===== config.mk =====
export PLATFORM = sky130hd
export DESIGN_NAME = i2s_rx_multilane
export DESIGN_NICKNAME = d
export VERILOG_FILES = /design/src/rtl/i2s_pkg.sv /design/src/rtl/i2s_lane_shift.sv /design/src/rtl/i2s_rx_multilane.sv
export SDC_FILE = /design/constraint.sdc
export NUM_CORES = 1
export LEC_CHECK = 0
export ABC_AREA = 1
export BUFFER_PORTS_ARGS = -buffer_cell sky130_fd_sc_hd__clkbuf_2
export CORE_ASPECT_RATIO = 0.7
export CORE_MARGIN = 5
export CORE_UTILIZATION = 35
export CTS_BUF_LIST = sky130_fd_sc_hd__clkbuf_8
export DETAILED_ROUTE_END_ITERATION = 8
export GPL_ROUTABILITY_DRIVEN = 1
export HOLD_SLACK_MARGIN = 0.12
export PLACE_DENSITY_LB_ADDON = 0.1
export SLEW_MARGIN = 20
export SYNTH_ARGS = -nofsm -noshare
export SYNTH_HDL_FRONTEND = slang
export SYNTH_SLANG_ARGS = --single-unit

===== constraint.sdc =====
create_clock -name clk -period 3.3 [get_ports clk]
set_input_delay 0.66 -clock clk [delete_from_list [all_inputs] [get_ports clk]]
set_output_delay 0.66 -clock clk [all_outputs]
set_load 0.01 [all_outputs]

===== src/rtl/i2s_pkg.sv =====
// rtl/i2s_pkg.sv - shared types and constants for the multi-lane I2S receiver
package i2s_pkg;

    typedef enum logic [1:0] {
        ST_IDLE,
        ST_DELAY,
        ST_SHIFT,
        ST_HOLD
    } i2s_state_e;

    localparam logic MODE_I2S = 1'b0;
    localparam logic MODE_LJ  = 1'b1;

    // Bit counter must hold any count from 0 up to a full slot.
    function automatic int cnt_width(input int slot_bits);
        return $clog2(slot_bits + 1);
    endfunction

endpackage


===== src/rtl/i2s_lane_shift.sv =====
// rtl/i2s_lane_shift.sv - per-lane slot shift register, left staging and PCM output registers
module i2s_lane_shift #(
    parameter int SAMPLE_BITS = 8
) (
    input  logic                   clk,
    input  logic                   rst_n,
    input  logic                   sd,
    input  logic                   shift_en,
    input  logic                   latch_left,
    input  logic                   latch_frame,
    output logic [SAMPLE_BITS-1:0] pcm_left,
    output logic [SAMPLE_BITS-1:0] pcm_right
);

    logic [SAMPLE_BITS-1:0] shift_q;
    logic [SAMPLE_BITS-1:0] left_q;
    logic [SAMPLE_BITS-1:0] shift_next;

    // The LSB is still on sd when a slot completes, so latches take the post-shift value.
    generate
        if (SAMPLE_BITS == 1) begin : g_one
            assign shift_next = sd;
        end else begin : g_multi
            assign shift_next = {shift_q[SAMPLE_BITS-2:0], sd};
        end
    endgenerate

    always_ff @(posedge clk or negedge rst_n) begin
        if (!rst_n) begin
            shift_q   <= '0;
            left_q    <= '0;
            pcm_left  <= '0;
            pcm_right <= '0;
        end else begin
            if (shift_en) begin
                shift_q <= shift_next;
            end
            if (latch_left) begin
                left_q <= shift_next;
            end
            if (latch_frame) begin
                pcm_left  <= left_q;
                pcm_right <= shift_next;
            end
        end
    end

endmodule


===== src/rtl/i2s_rx_multilane.sv =====
// rtl/i2s_rx_multilane.sv - multi-lane I2S / left-justified receiver with valid/ready output
module i2s_rx_multilane
    import i2s_pkg::*;
#(
    parameter int NUM_LINES   = 4,
    parameter int SAMPLE_BITS = 8,
    parameter int SLOT_BITS   = 32
) (
    input  logic                             clk,
    input  logic                             rst_n,
    input  logic                             enable,
    input  logic                             mode_lj,
    input  logic                             ws,
    input  logic [NUM_LINES-1:0]             sd,
    output logic [NUM_LINES*SAMPLE_BITS-1:0] pcm_left,
    output logic [NUM_LINES*SAMPLE_BITS-1:0] pcm_right,
    output logic                             out_valid,
    input  logic                             out_ready,
    output logic                             overflow,
    output logic                             frame_err,
    input  logic                             clear_flags
);

    localparam int CW = cnt_width(SLOT_BITS);
    localparam logic [CW-1:0] SB_C = CW'(SAMPLE_BITS);

    i2s_state_e    state;
    logic          ws_q;
    logic          mode_q;
    logic          slot_right;
    logic          left_ok;
    logic [CW-1:0] cnt;

    logic          ws_edge;
    logic          capturing;
    logic          start;
    logic          short_slot;
    logic          mode_cur;
    logic          shift_en;
    logic [CW-1:0] cnt_next;
    logic          done;
    logic          cur_right;
    logic          latch_left;
    logic          latch_frame;

    // DELAY marks the skipped I2S edge bit; from the following edge it captures like SHIFT.
    always_comb begin
        ws_edge     = ws ^ ws_q;
        capturing   = (state == ST_DELAY) || (state == ST_SHIFT);
        start       = enable && ws_edge && ((state != ST_IDLE) || !ws);
        short_slot  = enable && ws_edge && capturing;
        mode_cur    = (state == ST_IDLE) ? mode_lj : mode_q;
        shift_en    = enable && ((start && (mode_cur == MODE_LJ)) || (capturing && !ws_edge));
        cnt_next    = (start ? '0 : cnt) + CW'(1);
        done        = shift_en && (cnt_next == SB_C);
        cur_right   = start ? ws : slot_right;
        latch_left  = done && !cur_right;
        latch_frame = done && cur_right && left_ok && !short_slot;
    end

    always_ff @(posedge clk or negedge rst_n) begin
        if (!rst_n) begin
            state      <= ST_IDLE;
            ws_q       <= 1'b0;
            mode_q     <= MODE_I2S;
            slot_right <= 1'b0;
            left_ok    <= 1'b0;
            cnt        <= '0;
            out_valid  <= 1'b0;
            overflow   <= 1'b0;
            frame_err  <= 1'b0;
        end else begin
            ws_q <= ws;
            if (!enable) begin
                state   <= ST_IDLE;
                left_ok <= 1'b0;
                cnt     <= '0;
            end else begin
                if (start) begin
                    slot_right <= ws;
                    mode_q     <= mode_cur;
                end
                if (shift_en) begin
                    cnt <= cnt_next;
                end else if (start) begin
                    cnt <= '0;
                end
                if (done) begin
                    state <= ST_HOLD;
                end else if (start) begin
                    state <= (mode_cur == MODE_LJ) ? ST_SHIFT : ST_DELAY;
                end else if (state == ST_DELAY) begin
                    state <= ST_SHIFT;
                end
                if (latch_left) begin
                    left_ok <= 1'b1;
                end else if (latch_frame || short_slot) begin
                    left_ok <= 1'b0;
                end
            end

            // A frame landing on a transfer edge keeps out_valid high without overflow.
            if (latch_frame) begin
                out_valid <= 1'b1;
            end else if (out_valid && out_ready) begin
                out_valid <= 1'b0;
            end

            if (latch_frame && out_valid && !out_ready) begin
                overflow <= 1'b1;
            end else if (clear_flags) begin
                overflow <= 1'b0;
            end

            if (short_slot) begin
                frame_err <= 1'b1;
            end else if (clear_flags) begin
                frame_err <= 1'b0;
            end
        end
    end

    generate
        for (genvar i = 0; i < NUM_LINES; i++) begin : g_lane
            i2s_lane_shift #(
                .SAMPLE_BITS(SAMPLE_BITS)
            ) u_lane (
                .clk        (clk),
                .rst_n      (rst_n),
                .sd         (sd[i]),
                .shift_en   (shift_en),
                .latch_left (latch_left),
                .latch_frame(latch_frame),
                .pcm_left   (pcm_left[i*SAMPLE_BITS +: SAMPLE_BITS]),
                .pcm_right  (pcm_right[i*SAMPLE_BITS +: SAMPLE_BITS])
            );
        end
    endgenerate

endmodule


Word level (Yosys, flattened, before mapping)
Index checks and enable logic that the tools add are counted.

word-level totals
  logic and storage cells = 79
  output and inout bits = 67
  flip-flop bits (word level) = 139
  bits of input ports = 11

cells by class
  reduce and logical (&&, ||, !) cells = 29
  mux-type cells = 18
  bitwise operators = 1
  eq/ne operators = 5
  add/subtract/negate cells = 1

operators by type and width
  kind                                                   count
  2-to-1 mux 6 bit                                       3
  logical AND 1 bit                                      14
  2-to-1 mux 1 bit                                       10
  2-to-1 mux 2 bit                                       5
  nonzero test 2 bit                                     4
  adder 6 x 1 -> 6 bit, second input constant            1
  equality test 6 x 4 -> 1 bit, second input constant    1
  logical NOT 1 bit                                      5
  logical OR 1 bit                                       4
  inequality test 4 x 1 -> 1 bit, second input constant  1
  inequality test 3 x 1 -> 1 bit, second input constant  1
  equality test 2 x 1 -> 1 bit, second input constant    1
  equality test 2 bit, second input constant             1
  logical NOT 2 bit                                      1
  AND reduction 2 bit                                    1
  bitwise XOR 1 bit                                      1

Longest topological paths before layout
Gate-level depths: netlist of the first run.

  depth in word-level cells = 14
  gate-level depth with buffers = 19
  mapped depth without buffers = 17

Cells and area by module
From an unflattened synthesis of the first run, not the netlist that was laid out.

unflattened totals
  cells, all modules = 647
  area, all modules = 5770.5 um^2

by module, submodules not included
  module            cells each  area an instance (um^2)  times used  sequential area each (um^2)
  i2s_lane_shift    132         1206.2                   4           775.7
  i2s_rx_multilane  119         945.9                    1           375.4

Least setup slack after synthesis of the first run
Ideal clock, no wire load.

  path kind = in2reg
  start point = input port ws
  end point = register g_lane[0].u_lane.left_q[2]
  slack = 0.732 ns
  library setup time = 0.117 ns
  data arrival time = 2.451 ns
  data required time = 3.183 ns
  stages on the path = 18
  path buffers = 2
  path through = inv_2 -> nand2_1 -> nand2_1 -> nand2_4 -> buf_6 -> nand2_1 -> inv_1 -> ha_1 -> nand2_1 -> o211ai_1 -> nand2_1 -> nor2_4 -> nand2_2 -> nor2_8 -> nand2_2 -> buf_2 -> nand2_1 -> nand2_1

on the way
  word-level cells in the longest chain between the ends = 8
  elaborated cells between the ends (all ways) = 17
  those cells by class = add/sub: 1; eq/ne: 1; mux: 2; bitwise: 1; reduce/logical: 12

RTL lines
  element                                                            RTL line                                        source
  start: declaration                                                 i2s_rx_multilane.sv:13                          input logic ws,
  bitwise XOR 1 bit or logical NOT 1 bit (tied branches)             i2s_rx_multilane.sv:48, i2s_rx_multilane.sv:50
  logical AND 1 bit or logical OR 1 bit (tied branches)              i2s_rx_multilane.sv:50                          start = enable && ws_edge && ((state != ST_IDLE) || !ws);
  logical AND 1 bit                                                  i2s_rx_multilane.sv:50
  2-to-1 mux 6 bit or logical AND 1 bit (tied branches)              -
  adder 6 x 1 -> 6 bit or logical OR 1 bit (tied branches)           i2s_rx_multilane.sv:54, i2s_rx_multilane.sv:53
  equality test 6 x 4 -> 1 bit or logical AND 1 bit (tied branches)  i2s_rx_multilane.sv:55, i2s_rx_multilane.sv:53
  logical AND 1 bit                                                  i2s_rx_multilane.sv:55                          done = shift_en && (cnt_next == SB_C);
  logical AND 1 bit (*)                                              i2s_rx_multilane.sv:57                          latch_left = done && !cur_right;
  end signal: assignment                                             i2s_lane_shift.sv:39                            left_q <= shift_next;
  end: declaration                                                   i2s_lane_shift.sv:16                            logic [SAMPLE_BITS-1:0] left_q;

Every way passes the cells marked *; elsewhere a longest branch is shown, timed or not.
A chain may end at the register's enable or synchronous reset.

Worst setup path after layout of the first run
  start point = register state[1]
  end point = register g_lane[1].u_lane.pcm_left[1]

on the way
  word-level cells in the longest chain between the ends = 10
  elaborated cells between the ends (all ways) = 22
  those cells by class = add/sub: 1; eq/ne: 3; mux: 3; reduce/logical: 15

RTL lines
  element                                                            RTL line                                        source
  start: declaration                                                 i2s_rx_multilane.sv:27                          i2s_state_e state;
  start signal: assignment                                           i2s_rx_multilane.sv:91                          state <= (mode_cur == MODE_LJ) ? ST_SHIFT : ST_DELAY;
  nonzero test 2 bit                                                 i2s_rx_multilane.sv:50
  logical OR 1 bit                                                   i2s_rx_multilane.sv:50
  logical AND 1 bit                                                  i2s_rx_multilane.sv:50
  2-to-1 mux 6 bit or logical AND 1 bit (tied branches)              -
  adder 6 x 1 -> 6 bit or logical OR 1 bit (tied branches)           i2s_rx_multilane.sv:54, i2s_rx_multilane.sv:53
  equality test 6 x 4 -> 1 bit or logical AND 1 bit (tied branches)  i2s_rx_multilane.sv:55, i2s_rx_multilane.sv:53
  logical AND 1 bit                                                  i2s_rx_multilane.sv:55
  logical AND 1 bit (2 in a row)                                     i2s_rx_multilane.sv:58                          latch_frame = done && cur_right && left_ok && !short_slot;
  logical AND 1 bit (*)                                              i2s_rx_multilane.sv:58
  end signal: assignment                                             i2s_lane_shift.sv:42                            pcm_left <= left_q;
  end: declaration                                                   i2s_lane_shift.sv:11                            output logic [SAMPLE_BITS-1:0] pcm_left,

Marks and branches as above.

==> impl_metrics.json, run 1 <==
{
  "status": "complete, no violations",
  "rows": 39,
  "finalSetupViolCount": 0,
  "max-slew-margin-rel_pct": 65.2,
  "postSynthNetCount": 675,
  "yosys.area.top_type": "dfrtp_1",
  "clk_latency_ns": 0.44,
  "routed.top_layer": "met4",
  "whs_ns": 0.164,
  "die_w_um": 166,
  "p_per_area_nw_per_um2": 581,
  "vias": 4586,
  "grt_remaining_overflow": 0,
  "seq_area_frac_synth_pct": 58.7,
  "area_growth_pct": 16.6,
  "path_class": "reg -> reg",
  "cts_max_level": 4,
  "initial_core_util_pct": 36.0,
  "die_h_um": 119,
  "path_max_fanout": 24,
  "dp_hpwl_um": 9410,
  "cts_resized": 0,
  "tightest_slew_ns": 0.522,
  "antenna_left": 0,
  "synth_common_cells": "297 x nand2_1, 139 x dfrtp_1, 70 x nand4_1",
  "antenna_found_initial": 0,
  "fin_crit_sh_pct": 84.8,
  "nets": 745,
  "synth_cell_type_count": 27,
  "placed_area_um2": 6460,
  "ir_worst_vdd_mv": 0.227,
  "grt_pass1_vias": 4792,
  "drv_cap": 0,
  "met3_length_um": 822,
  "critPathRequiredTime_ns": 3.68,
  "avgSynthCellArea_um2": 8.98,
  "numCtsBuffers": 17,
  "totalWireLength_um": 14400,
  "ys_ff_latch": 139,
  "synth_edf_count": 0,
  "synthFlopType": "dfrtp_1",
  "rsz0062_at_grt": "no",
  "synth_warnings": 0,
  "cp-end-kind": "flop",
  "period_needed_ns": 2.80,
  "cp.arrival_ns": 3.18,
  "async_flop_share_pct": 100,
  "syn_inst": 660,
  "met2WireLength_um": 6120,
  "grt_pass1_wl_um": 24900,
  "fin_skew_ns": 0.0122,
  "cts_sinks": 139,
  "first_pass_iters": 4,
  "worstSetupStartpointType": "flop",
  "vias_per_cell": 4.74,
  "clk_pin_slew_ns": 0.08,
  "grt_usage_pct": 15.8,
  "post_drt_wl_per_cell_um": 14.8,
  "fillers": 1681,
  "synthTopCellsByArea": "dfrtp_1 59%, nand2_1 19%, nand4_1 7.4%",
  "hold_class": "in -> async",
  "drtIter0Drc": 235,
  "final_area_um2": 6910,
  "clock_path_buffers": 2,
  "tns_ns": 0,
  "drive_gt1_share_pct": 19.2,
  "hold_violations": 0,
  "antenna_cells": 0,
  "portBuffers": 77,
  "gp_congestion": 0.760,
  "yosys.cell_count.top_type": "nand2_1",
  "grt_max_degree": 55,
  "clock.fmax_mhz": 357,
  "p_leak_uw": 0.00382,
  "drc": 0,
  "die_area_um2": 19700,
  "core_um2": 16400,
  "synth_area_um2": 5930,
  "synth_top_area_share_pct": 58.7,
  "wl_met1_um": 7390,
  "cts_tree": "done",
  "cts_root_buffer": "clkbuf_8",
  "ctsHoldBuffers": 0,
  "maxSlewViolCount": 0,
  "postCtsSetupBuffers": 0,
  "finalPower_uw": 4020,
  "pin_count": 78
}
==> cells by family (layout without fill, tap and decap cells) <==
logic type | Yosys count | in the layout | synth area share, %
AND/OR/NAND/NOR | 397 | 397 | 29.4
flip-flops | 139 | 139 | 58.7
buffers and inverters | 81 | 164 | 7.26
adder cells (fa/ha/maj) | 4 | 4 | 0.845
AO/OA/AOI/OAI | 39 | 39 | 3.76
==> state kept, by name, indices dropped and copies added, names as in the netlist <==
name                     flops
g_lane.u_lane.shift_q       28
mode_q                       1
cnt                          6
overflow                     1
out_valid                    1
g_lane.u_lane.pcm_right     32
ws_q                         1
g_lane.u_lane.pcm_left      32
g_lane.u_lane.left_q        32
frame_err                    1
left_ok                      1
slot_right                   1
state                        2
==> placed cells by master, fill, tap and decap left out <==
| cell | instances |
|---|---|
| nor2_1 | 6 |
| buf_4 | 14 |
| clkinv_4 | 1 |
| or2_2 | 1 |
| o211ai_1 | 3 |
| inv_4 | 2 |
| a211oi_1 | 2 |
| clkinv_2 | 3 |
| nor2_2 | 1 |
| nor2_8 | 1 |
| nand2_4 | 2 |
| clkbuf_8 | 20 |
| inv_2 | 3 |
| buf_6 | 1 |
| clkbuf_2 | 76 |
| nor3_1 | 1 |
| inv_1 | 35 |
| nand3_1 | 11 |
| clkinvlp_4 | 3 |
| bufinv_16 | 4 |
| o21ai_4 | 1 |
| nand2_2 | 5 |
| dfrtp_1 | 139 |
| nor2_4 | 2 |
| buf_12 | 2 |
| a21oi_2 | 1 |
| a21oi_1 | 4 |
| nand2_1 | 297 |
| nand4_1 | 70 |
| o21ai_0 | 28 |
| ha_1 | 4 |
==> critical path: stages (launching register included) <==
cell	delay [ns]
dfrtp_1	0.38
inv_1	0.08
ha_1	0.21
a21oi_2	0.09
nand2_4	0.19
inv_4	0.07
nor2_1	0.19
ha_1	0.26
nand2_1	0.09
o211ai_1	0.21
nand2_1	0.12
nor2_4	0.10
nand2_2	0.09
nor2_8	0.12
buf_4	0.27
nand4_1	0.16
nand2_1	0.10
==> per-layer routing <==
metal | vias up | track usage, %
met3 | 2 | 4.70
met1 | 2211 | 23.9
li1 | 2279 | -
met5 | - | 0
met4 | 0 | 3.92
met2 | 94 | 22.2
==> power breakdown <==
part           leakage [uW]  switching [uW]  internal, uW
Clock              0.000222             652           878
Sequential          0.00191             181          1880
Combinational       0.00169             302           126
==> stage by stage <==
stage | worst slack [ns] | util, % | instances
finish | 0.501 | 42.0 | 968
global route | 0.227 | 42.0 | 968
CTS | 0.497 | 42.0 | 968
detailed placement | 0.202 | 39.3 | 936
global placement | 0.286 | 39.3 | 936
floorplan | 0.732 | - | 660
==> worst paths after layout <==
check,from,end,slack (ns),cells past startpoint
max,state[1],g_lane[1].u_lane.pcm_left[1],0.50,16
min,rst_n,out_valid,0.16,1
max reg2reg,state[1],g_lane[1].u_lane.pcm_left[1],0.50,16
min reg2reg,g_lane[0].u_lane.pcm_left[4],g_lane[0].u_lane.pcm_left[4],0.47,2
max in group asynchronous,rst_n,g_lane[2].u_lane.shift_q[4],2.26,2
min in group clk,ws,ws_q,0.39,1
==> layout make-up <==
| type | instances | area, um^2 | share of cell area, % |
|---|---|---|---|
| clock buffers | 20 | 275 | 3.98 |
| clock inverters | 12 | 170 | 2.46 |
| inverters | 39 | 151 | 2.19 |
| multi-input cells | 440 | 2020 | 29.2 |
| flip-flops and latches | 139 | 3480 | 50.3 |
| well taps | 225 | 282 | 4.07 |
| repair buffers | 93 | 537 | 7.77 |
(Power assumes the default switching activity.)
==> inputs of run 2 (changes only) <==
- clock period: 3.3 -> 2.4 ns (I/O delays scaled with it)
==> run 2 against run 1 <==
Against the previous run:
- the flow now finishes with violations (setup timing)
- critical path type unchanged
- sequential cell count stayed put
- count of clock-buffer cells in the layout is 6 higher
- largest cell class unchanged
- first-iteration DRC count grew 63%
==> impl_metrics.json, run 2 (same netlist as run 1, synthesis figures left out) <==
{
  "status": "complete, but fails checks",
  "violations": "setup timing",
  "first_pass_iters": 5,
  "cts_tree": "done",
  "cts_root_buffer": "clkbuf_8",
  "clk_latency_ns": 0.45,
  "crit_path_top_delay_cell": "dfrtp_1",
  "period_needed_ns": 2.51,
  "grt_usage_pct": 17.4,
  "worstReg2RegStart": "state[1]",
  "vias": 4990,
  "clock_path_buffers": 2,
  "totalWireLength_um": 17500,
  "cts_max_level": 4,
  "cp.arrival_ns": 2.85,
  "portBuffers": 77,
  "grt_max_degree": 62,
  "fin_skew_ns": 0.0120,
  "grt_util_met3_pct": 4.07,
  "drv_cap": 0,
  "rows": 39,
  "area_growth_pct": 42.1,
  "final_core_util_pct": 51.2,
  "max-slew-margin-rel_pct": 60.2,
  "timing.rr.end": "g_lane[1].u_lane.pcm_right[1]",
  "antenna_left": 0,
  "drc": 0,
  "maxSlewViolCount": 0,
  "vias_per_cell": 4.88,
  "path_cells": "inv_2 > ha_4 > a21oi_4 > nand2_4 > inv_4 > nor2_4 > ha_4 > nand2_2 > o211ai_1 > buf_4 > nand3_4 > nor2_4 > nand4_1 > buf_6 > clkbuf_16 > nand2_2 > nand2_1",
  "met1_usage_pct": 25.1,
  "setup_slack_ns": -0.105,
  "ir_worst_vdd_mv": 0.345,
  "antenna_found_initial": 0,
  "core_um2": 16400,
  "clk_pin_slew_ns": 0.08,
  "fin_crit_sh_pct": 104,
  "hold_class": "in -> reg",
  "antenna_cells": 0,
  "rsz0062_at_grt": "yes",
  "hold_violations": 0,
  "largestRegisters": "g_lane.u_lane.left_q (32), g_lane.u_lane.pcm_left (32), g_lane.u_lane.pcm_right (32)",
  "whs_ns": 0.193,
  "tightest_slew_ns": 0.596,
  "final_common_cell": "nand2_1",
  "die_area_um2": 19700,
  "worstSetupStartpointType": "flop",
  "p_leak_uw": 0.00436,
  "rr_worst_depth": 17,
  "grt_pass1_wl_um": 27000,
  "clock.fmax_mhz": 399,
  "p_per_area_nw_per_um2": 666,
  "dp_hpwl_um": 9760,
  "nets": 800,
  "crit_start": "state[1]",
  "grt_pass1_vias": 5085,
  "pin_count": 78,
  "drive_gt1_share_pct": 42.1,
  "rrSetupSlack_ns": -0.11,
  "path_class": "reg -> reg",
  "critPathRequiredTime_ns": 2.74,
  "cts_sinks": 139,
  "drtIter0Drc": 383,
  "path_max_fanout": 6,
  "grt_busiest_layer": "met2",
  "worstHoldStart": "ws",
  "post_drt_wl_per_cell_um": 17.2,
  "numCtsBuffers": 17,
  "finalSetupViolCount": 97,
  "cp-end-kind": "flop",
  "cpPeakStageDelay_ns": 0.40,
  "hold_end": "ws_q",
  "final_cell_mix": "166 x nand2_1, 139 x dfrtp_1, 97 x nand2_2",
  "initial_core_util_pct": 36.0,
  "die_w_um": 166,
  "worstHoldPathCells": 1,
  "gp_congestion": 0.762,
  "grt_remaining_overflow": 0,
  "die_h_um": 119,
  "met2_usage_pct": 26.4
}
==> run 2: layer usage <==
| metal | part of all wire [%] | vias to the layer above | wire length [um] |
|---|---|---|---|
| met2 | 45 | 121 | 7890 |
| met4 | 0.75 | 0 | 131 |
| met1 | 48 | 2473 | 8490 |
| met5 | 0 | - | 0 |
| met3 | 5.9 | 9 | 1040 |
| li1 | - | 2387 | - |
==> run 2: worst max path at each step <==
stage | end | slack (ns)
6_report | g_lane[1].u_lane.pcm_right[1] | -0.11
3_3_place_gp | g_lane[0].u_lane.pcm_right[7] | -0.16
2_1_floorplan | g_lane[0].u_lane.left_q[2] | 0.002
5_1_grt | g_lane[1].u_lane.pcm_right[5] | -0.30
4_1_cts | g_lane[0].u_lane.pcm_right[6] | -0.07
3_5_place_dp | g_lane[2].u_lane.pcm_right[1] | -0.22
==> run 2: timing repair <==
item,4_1_cts,5_1_grt
resized for setup,35,167
cloned,8,12
hold endpoints to repair,57,0
buffers inserted,10,5
pin swaps,21,41
hold buffers,1,0
setup endpoints to repair,98,101
==> run 2: critical path, delay by kind of cell (launching register included) <==
kind                       cells  cell delay, ns
DFF                            1            0.40
adders and majority gates      2            0.29
buffers and inverters          5            0.70
and+or+nand+nor                8            0.74
AOI/OAI and AO/OA              2            0.27
==> run 2: per-stage QoR <==
stage	setup TNS (ns)	setup WS, ns	power (uW)	std cells	area, um^2
3_5_place_dp	-18.85	-0.224	3510	957	6730
3_3_place_gp	-13.24	-0.160	3490	957	6730
6_report	-6.52	-0.105	5610	1023	8420
5_1_grt	-26.16	-0.299	5900	1023	8420
2_1_floorplan	0	0.00221	3200	660	5940
4_1_cts	-3.35	-0.0703	5630	1007	7580
==> run 2: cell type report <==
| type | count | area, um^2 |
|---|---|---|
| multi-input cells | 440 | 2620 |
| well taps | 225 | 282 |
| repair buffers | 148 | 1460 |
| inverters | 39 | 151 |
| clock inverters | 6 | 81.3 |
| clock buffers | 26 | 358 |
| fillers | 1520 | 8020 |
| flip-flops and latches | 139 | 3480 |
==> run 2: power by group <==
part | internal [uW] | total (uW) | switching (uW)
logic | 245 | 705 | 459
registers | 2580 | 2830 | 248
clock network | 1170 | 2070 | 900
==> inputs of run 3 (changes only) <==
- CORE_MARGIN: 5 -> 3
- GPL_TIMING_DRIVEN: not set -> 1
==> run 3 against run 2 <==
Against the previous run:
- the run now ends clean
- cell count fell by 2.0%
- clock power fell by 23%
- count of clock-buffer cells in the layout fell by 7
- global-route usage fell by 0.71 points
- critical path type unchanged
- first-iteration DRC count fell by 4.2%
- combinational power fell by 4.1%
- sequential share of layout area rose by 6.5 points
- design area fell by 14%
- fmax rose by 4.5%
- largest power group unchanged
- sequential cell count did not move
- via count fell by 4.4%
==> impl_metrics.json, run 3 (same netlist as run 1, synthesis figures left out) <==
{
  "status": "complete, no violations",
  "post_drt_wl_per_cell_um": 14.8,
  "cts_sinks": 139,
  "cts_tree": "done",
  "totalWireLength_um": 14900,
  "fin_skew_ns": 0.00964,
  "antenna_cells": 0,
  "whs_ns": 0.194,
  "vias": 4772,
  "clock_path_buffers": 2,
  "vias_per_cell": 4.76,
  "grt_max_degree": 64,
  "numCtsBuffers": 17,
  "placed_area_um2": 6680,
  "fillers": 1624,
  "path_class": "reg -> reg",
  "hold_violations": 0,
  "dp_hpwl_um": 9670,
  "finalPower_uw": 5110,
  "area_growth_pct": 22.8,
  "clk_pin_slew_ns": 0.08,
  "gp_congestion": 0.802,
  "fin_crit_sh_pct": 99.9,
  "grt_usage_pct": 16.7,
  "first_pass_iters": 5,
  "path_max_fanout": 6,
  "final_cell_mix": "295 x nand2_1, 139 x dfrtp_1, 76 x clkbuf_2",
  "cp-end-kind": "flop",
  "initial_core_util_pct": 36.0,
  "die_h_um": 115,
  "final_core_util_pct": 44.3,
  "largestRegisters": "g_lane.u_lane.left_q (32), g_lane.u_lane.pcm_left (32), g_lane.u_lane.pcm_right (32)",
  "nets": 781,
  "rsz0062_at_grt": "yes",
  "rows": 39,
  "seqCellArea_um2": 3480,
  "cp.arrival_ns": 2.78,
  "period_needed_ns": 2.40,
  "worstSetupStartpointType": "flop",
  "maxSlewViolCount": 0,
  "drv_cap": 0,
  "die_w_um": 162,
  "cts_root_buffer": "clkbuf_8",
  "setup_slack_ns": 0.00155,
  "antenna_left": 0,
  "hold_class": "in -> reg",
  "ir_worst_vdd_mv": 0.270,
  "final_area_um2": 7280,
  "p_leak_uw": 0.00404,
  "drtIter0Drc": 367,
  "cts_max_level": 4,
  "final_common_cell": "nand2_1",
  "clock.fmax_mhz": 417,
  "cpPeakStageDelay_ns": 0.40,
  "crit_path_top_delay_cell": "dfrtp_1",
  "antenna_found_initial": 0,
  "portBuffers": 77,
  "drc": 0,
  "die_area_um2": 18600,
  "p_per_area_nw_per_um2": 702,
  "clk_latency_ns": 0.44,
  "max-slew-margin-rel_pct": 60.8,
  "critPathRequiredTime_ns": 2.78,
  "core_um2": 16400,
  "multi_input_area_um2": 2070,
  "tightest_slew_ns": 0.588,
  "grt_pass1_wl_um": 24400,
  "grt_pass1_vias": 4693,
  "drive_gt1_share_pct": 23.5,
  "pin_count": 78,
  "grt_remaining_overflow": 0,
  "finalSetupViolCount": 0,
  "post-place-ws_ns": -0.216,
  "path_cells": "inv_2 > ha_4 > a21oi_4 > nand2_4 > inv_4 > nor2_4 > ha_4 > nand2_2 > o211ai_1 > nand2_1 > nor2_4 > nand2_4 > nor2_8 > buf_8 > clkbuf_16 > nand4_1 > nand2_1"
}
## run 3: cell count changes in the layout (fill, tap and decap cells not counted), sizes merged
cell,change
clkinv,+5
bufinv,-2
clkbuf,-14
clkinvlp,+1
inv,+2
buf,-12
## run 3: per-layer routing
layer | global-route usage [%] | wire [um] | vias up
li1 | - | - | 2358
met1 | 24.6 | 7730 | 2306
met2 | 24.2 | 6350 | 100
met3 | 3.89 | 693 | 8
met4 | 5.67 | 114 | 0
met5 | 0 | 0 | -
## run 3: path summary, 6_finish.rpt
check | startpoint | end | slack, ns | cells after the start
worst min register to register | g_lane[2].u_lane.pcm_left[7] | g_lane[2].u_lane.pcm_left[7] | 0.47 | 2
max in group asynchronous | rst_n | g_lane[1].u_lane.left_q[3] | 1.13 | 3
worst min-delay path | ws | ws_q | 0.19 | 1
worst max register to register | state[1] | g_lane[3].u_lane.pcm_left[4] | 0.002 | 17
min in group asynchronous | rst_n | g_lane[3].u_lane.pcm_left[7] | 0.58 | 2
worst max-delay path | state[1] | g_lane[3].u_lane.pcm_left[4] | 0.002 | 17
## run 3: layout make-up
class / instances / area share [%]
multi-input cells: 440 / 28.5
flip-flops and latches: 139 / 47.8
clock inverters: 12 / 0.842
clock buffers: 19 / 3.59
inverters: 39 / 2.08
well taps: 225 / 3.87
repair buffers: 129 / 13.3
## run 3: critical path, delay by kind of cell, from the launching register on
kind / cells / cell delay, ns
flip-flops: 1 / 0.40
adder cells (fa/ha/maj): 2 / 0.29
AND/OR/NAND/NOR: 9 / 0.95
buffers and inverters: 4 / 0.43
AO/OA/AOI/OAI: 2 / 0.27
## run 3: metrics by stage
step / instances / setup TNS, ns
2_1_floorplan: 660 / 0
3_3_place_gp: 957 / -10.51
5_1_grt: 1003 / -14.52
4_1_cts: 997 / -0.139
3_5_place_dp: 957 / -15.98
6_report: 1003 / 0
## run 3: power breakdown
group,leakage [uW],switching [uW],internal [uW]
Sequential,0.00191,250,2580
Clock,0.000186,864,736
Combinational,0.00194,437,239
Total,0.00404,1550,3560
## run 3: repair_timing
action | in CTS | in global routing
pin swaps | 13 | 48
endpoints found under the setup margin | 90 | 100
gates resized for setup | 11 | 11
endpoints found under the hold margin | 60 | 0
gates cloned | 2 | 4
hold buffers | 1 | 0
setup buffers | 6 | 4
